`src/rtl/eth_log_axis_arbiter.sv`:
```
// -----------------------------------------------------------------------------
// eth_log_axis_arbiter
// Packet-granular round-robin arbiter that merges C_NUM_INPUTS AXI-Stream log
// sources onto one shared log stream. A grant is taken in IDLE and held until
// the granted source's tlast beat is accepted, so packets never interleave.
//
// Ports:
//   clk, rst_n            clock, synchronous active-low reset
//   s_axis_log_tdata      packed slave data, stream i at [i*W +: W]
//   s_axis_log_tlast      per-stream last beat
//   s_axis_log_tvalid     per-stream valid
//   s_axis_log_tready     per-stream ready (only the granted stream, while BUSY)
//   m_axis_log_tdata      muxed data (zero outside BUSY)
//   m_axis_log_tid        index of the current/last granted stream
//   m_axis_log_tlast      muxed last (zero outside BUSY)
//   m_axis_log_tvalid     muxed valid (zero outside BUSY)
//   m_axis_log_tready     sink ready
//   packet_count          per-stream forwarded-packet counters, 32 bits each
//
// Optional feature: define ETH_LOG_AXIS_ARBITER_STATS_EN to build the
// per-stream packet counters; otherwise packet_count is tied to zero.
// -----------------------------------------------------------------------------
module eth_log_axis_arbiter #(
   parameter int unsigned C_NUM_INPUTS     = 4,
   parameter int unsigned C_AXIS_LOG_WIDTH = 64,
   parameter int unsigned C_SEL_WIDTH      = $clog2(C_NUM_INPUTS)
) (
   input  logic                                     clk,
   input  logic                                     rst_n,
   input  logic [C_NUM_INPUTS*C_AXIS_LOG_WIDTH-1:0] s_axis_log_tdata,
   input  logic [C_NUM_INPUTS-1:0]                  s_axis_log_tlast,
   input  logic [C_NUM_INPUTS-1:0]                  s_axis_log_tvalid,
   output logic [C_NUM_INPUTS-1:0]                  s_axis_log_tready,
   output logic [C_AXIS_LOG_WIDTH-1:0]              m_axis_log_tdata,
   output logic [C_SEL_WIDTH-1:0]                   m_axis_log_tid,
   output logic                                     m_axis_log_tlast,
   output logic                                     m_axis_log_tvalid,
   input  logic                                     m_axis_log_tready,
   output logic [C_NUM_INPUTS*32-1:0]               packet_count
);

   localparam int unsigned CNT_WIDTH = 32;

   typedef enum logic {
      IDLE = 1'b0,
      BUSY = 1'b1
   } state_t;

   state_t                  state;
   logic [C_SEL_WIDTH-1:0]  grant;
   logic [C_SEL_WIDTH-1:0]  rr_ptr;

   logic                    req_any_c;
   logic [C_SEL_WIDTH-1:0]  next_grant_c;
   int                      srch_idx_c;
   logic                    last_xfer_c;

   // Rotating-priority search: first requester at rr_ptr, rr_ptr+1, ... mod N.
   // Walk from the farthest slot down so the nearest requester wins.
   always_comb begin
      req_any_c    = 1'b0;
      next_grant_c = '0;
      srch_idx_c   = 0;
      for (int k = int'(C_NUM_INPUTS) - 1; k >= 0; k--) begin
         srch_idx_c = int'(rr_ptr) + k;
         if (srch_idx_c >= int'(C_NUM_INPUTS)) begin
            srch_idx_c = srch_idx_c - int'(C_NUM_INPUTS);
         end
         if (s_axis_log_tvalid[C_SEL_WIDTH'(srch_idx_c)]) begin
            req_any_c    = 1'b1;
            next_grant_c = C_SEL_WIDTH'(srch_idx_c);
         end
      end
   end

   // Data path mux: only the granted stream is visible, and only while BUSY.
   always_comb begin
      m_axis_log_tdata  = '0;
      m_axis_log_tlast  = 1'b0;
      m_axis_log_tvalid = 1'b0;
      s_axis_log_tready = '0;
      m_axis_log_tid    = grant;
      if (state == BUSY) begin
         for (int i = 0; i < int'(C_NUM_INPUTS); i++) begin
            if (grant == C_SEL_WIDTH'(i)) begin
               m_axis_log_tdata     = s_axis_log_tdata[i*C_AXIS_LOG_WIDTH +: C_AXIS_LOG_WIDTH];
               m_axis_log_tlast     = s_axis_log_tlast[i];
               m_axis_log_tvalid    = s_axis_log_tvalid[i];
               s_axis_log_tready[i] = m_axis_log_tready;
            end
         end
      end
   end

   // Accepted tlast beat of the granted packet ends the grant.
   assign last_xfer_c = (state == BUSY) && m_axis_log_tvalid && m_axis_log_tready &&
                        m_axis_log_tlast;

   // Arbitration FSM. Grant only moves in IDLE, which keeps the mux stable
   // through sink backpressure and source stalls.
   always_ff @(posedge clk) begin
      if (!rst_n) begin
         state  <= IDLE;
         grant  <= '0;
         rr_ptr <= '0;
      end else begin
         case (state)
            IDLE: begin
               if (req_any_c) begin
                  grant <= next_grant_c;
                  state <= BUSY;
               end
            end
            BUSY: begin
               if (last_xfer_c) begin
                  state <= IDLE;
                  // Explicit wrap so non-power-of-two input counts stay in range.
                  if (grant == C_SEL_WIDTH'(C_NUM_INPUTS - 1)) begin
                     rr_ptr <= '0;
                  end else begin
                     rr_ptr <= grant + C_SEL_WIDTH'(1);
                  end
               end
            end
            default: begin
               state <= IDLE;
            end
         endcase
      end
   end

`ifdef ETH_LOG_AXIS_ARBITER_STATS_EN
   logic [C_NUM_INPUTS-1:0][CNT_WIDTH-1:0] pkt_cnt;

   // Per-stream forwarded-packet counters; free-running wrap at 2^32.
   always_ff @(posedge clk) begin
      if (!rst_n) begin
         pkt_cnt <= '0;
      end else if (last_xfer_c) begin
         for (int i = 0; i < int'(C_NUM_INPUTS); i++) begin
            if (grant == C_SEL_WIDTH'(i)) begin
               pkt_cnt[i] <= pkt_cnt[i] + CNT_WIDTH'(1);
            end
         end
      end
   end

   assign packet_count = pkt_cnt;
`else
   assign packet_count = '0;
`endif

endmodule

```
`config.mk`:
```
export PLATFORM = sky130hd
export DESIGN_NAME = eth_log_axis_arbiter
export DESIGN_NICKNAME = d
export VERILOG_FILES = /design/src/rtl/eth_log_axis_arbiter.sv
export SDC_FILE = /design/constraint.sdc
export NUM_CORES = 1
export LEC_CHECK = 0
export ABC_AREA = 1
export CAP_MARGIN = 20
export CORE_AREA = 2 2 180 182
export CTS_BUF_LIST = sky130_fd_sc_hd__clkbuf_8 sky130_fd_sc_hd__clkbuf_16
export DETAILED_ROUTE_END_ITERATION = 7
export DIE_AREA = 0 0 182 184
export DONT_BUFFER_PORTS = 1
export SLEW_MARGIN = 5
export SYNTH_ARGS = -nofsm -noshare
export SYNTH_HDL_FRONTEND = slang
export SYNTH_SLANG_ARGS = --single-unit
```
`constraint.sdc`:
```
create_clock -name clk -period 4.8 [get_ports clk]
set_input_delay 0.24 -clock clk [delete_from_list [all_inputs] [get_ports clk]]
set_output_delay 0.24 -clock clk [all_outputs]
set_load 0.005 [all_outputs]
```
==> flow_summary_export.csv <==
group,metric,value,unit
status,status,"complete, no violations",
drt,postRouteAntennaNets,0,
clock_tree,cts_setup_buffers,0,
grt,grt_max_degree,66,
placement,dpl.cell_count,974,
finish,fin_nets,848,
clock_tree,clk_pin_slew,0.03,ns
timing,clock.fmax,283,MHz
timing,skew,0.00272,ns
drt,routed_via_density,4.01,
timing,setup_tns,0,ns
critical_path,arrival,3.29,ns
placement,numPortBuffers,0,
min_path,hold_class,"in2reg",
finish,final_layout_size_suffix_gt1_share,5.90,%
timing,tightest_slew,0.832,ns
synthesis,yosys_register_bits,5,
synthesis,yosys.area_share.simple,17.9,%
synthesis,syn_area,3530,µm²
finish,final_cell_area,3430,µm²
grt,grt_first_pass_wirelength,19.9,mm
critical_path,crit_required,4.56,ns
drt,firstDrtPassIters,6,
timing,setup_viol,0,
synthesis,synth_edf_count,0,
finish,utilization,10.9,%
critical_path,critPathKind,"reg2out",
synthesis,muxShareOfSynthArea,0,%
drt,drc,0,
synthesis,synth_seq_area_share,2.83,%
clock_tree,clock_latency,0.23,ns
floorplan,die_area,33500,µm²
synthesis,synthCells,616,
grt,grt-ovfl-total,0,
flow_run,max_cap_violations,0,
floorplan,num_io_pins,467,
floorplan,die_height,184,µm
grt,grt.total_usage,7.88,%
synthesis,synth-main-ff-cell,"dfxtp_1",
finish,stdcell_count,981,
synthesis,synthTopCellsByCount,"133 x buf_4, 112 x o21ai_0, 107 x nand2_1",
clock_tree,cts.sinks,5,
placement,routabilityCongestion,0.816,
drt,totalWireLength,15.8,mm
synthesis,syn_avg_cell_area,5.73,µm²
critical_path,end_kind,"output pin",
synthesis,synth_top_family_by_area,"compound AO/OA/AOI/OAI gates",
power,p_leak,1.52,nW
synthesis,async_reset_ff_share,0,%
timing,hold_violations,0,
drt,wire_per_inst,16.1,µm
clock_tree,numCtsBuffers,3,
synthesis,yosysTopAreaCell,"buf_4",
placement,dp_hpwl,12.7,mm
synthesis,synth-adder-area-share,1.42,%
floorplan,coreArea,31400,µm²
drt,first_iter_violations,249,
timing,max-slew-margin-rel,44.5,%
clock_tree,clock_path_buffers,2,
power,power_density,180,nW/µm²
synthesis,ys_types,28,
power,ir_worst_vdd,0.000131,V
synthesis,synth_xor_area_share,0,%
timing,rsz0062_at_grt,"no",
floorplan,start_util,11.2,%
synthesis,synth_compound_area_share,41.2,%
synthesis,yosysWarningCount,0,
critical_path,cp_max_fo,63,
clock_tree,tritoncts,"done",
synthesis,synth.most_common_cell,"buf_4",
clock_tree,cts_max_level,1,
clock_tree,cts_hold_buf,0,
critical_path,r2r_slack,2.03,ns
placement,place_area,3340,µm²
grt,grt_pass1_vias,3043,
critical_path,cp-start-kind,"flip-flop",
synthesis,synth_top_area_share,28.3,%
synthesis,synth.area.top_cells,"buf_4 28%, o21ai_0 16%, a22oi_1 12%",
clock_tree,ctsRootBufferMaster,"clkbuf_16",
timing,final-max-slew-violation-count,0,
finish,syn_to_final_growth,-2.80,%
clock_tree,cts.repair.resized,0,
drt,vias,3929,
finish,fillers,3707,
grt,antenna_found_initial,4,
floorplan,row_count,65,
floorplan,die_x,182,µm
timing,finalWorstPathRequiredPeriod,3.53,ns
timing,fin_crit_sh,73.6,%
[cell families (layout without fill, tap and decap cells)]
kind of cell	Yosys count	count (layout)
adders and majority gates	4	4
and+or+nand+nor	150	150
AOI/OAI and AO/OA	261	261
buffers and inverters	195	28
DFF	5	5
other	1	131
[worst paths after layout]
check,cells after the start,from,to
max,7,m_axis_log_tid[0],m_axis_log_tdata[61]
min,2,rst_n,rr_ptr[0]
max reg2reg,11,m_axis_log_tid[1],state
min reg2reg,2,m_axis_log_tid[0],m_axis_log_tid[0]
[placed cells by master, fill, tap and decap left out, types with 2 or more instances in the layout]
master and n:
nand2_1 107, nor2_1 10, ha_1 3, nand3_1 13, clkbuf_16 3, nor3_1 4
clkinv_2 3, inv_1 12, diode_2 3, nand2_2 11, o21ai_0 112, a22oi_1 55
o21ai_1 21, nor2_2 2, conb_1 128, buf_4 6, inv_2 3, dfxtp_1 4
a21oi_1 69
[metal layers]
layer / part of all wire, % / vias to the layer above / global-route usage (%) / wire [µm]
met3: 8.5 / 14 / 1.27 / 1350
li1: - / 1788 / - / -
met4: 2.1 / 0 / 1.94 / 328
met2: 49 / 307 / 13.5 / 7710
met5: 0 / - / 0 / 0
met1: 41 / 1820 / 10.3 / 6450
[critical path: stages, from the launching register on]
cell and delay (ns):
dfxtp_1 0.36, inv_1 0.12, ha_1 0.60, clkinv_2 0.80, buf_4 0.57, nand2_1 0.18
o21ai_0 0.10, a21oi_1 0.20
[final cells by class]
type / instances / area [µm²] / area share (%)
Clock buffer: 3 / 75.1 / 2.19
Clock inverter: 1 / 5.00 / 0.146
Timing Repair Buffer: 6 / 45.0 / 1.31
Sequential cell: 5 / 101 / 2.95
Inverter: 18 / 75.1 / 2.19
Antenna cell: 3 / 7.51 / 0.219
Tap cell: 402 / 503 / 14.7
Multi-Input combinational cell: 543 / 2620 / 76.3
[sequential cells by signal, summed over array words and instances, names as in the netlist]
name / cells
m_axis_log_tid: 2
rr_ptr: 2
state: 1
[through the flow]
step | hold WS [ns] | setup slack [ns] | power [W]
floorplan | 0.360 | 3.04 | 0.000462
global placement | 0.369 | 1.55 | 0.000466
detailed placement | 0.371 | 1.44 | 0.000478
CTS | 0.128 | 1.19 | 0.000620
global route | 0.126 | 0.915 | 0.000679
finish | 0.127 | 1.27 | 0.000619
[where the power goes]
group / switching (W) / internal, W
Sequential: 0.0000107 / 0.0000446
Combinational: 0.000302 / 0.000122
Clock: 0.0000304 / 0.000109
Total: 0.000343 / 0.000276
Power figures use the tool's default switching activity.
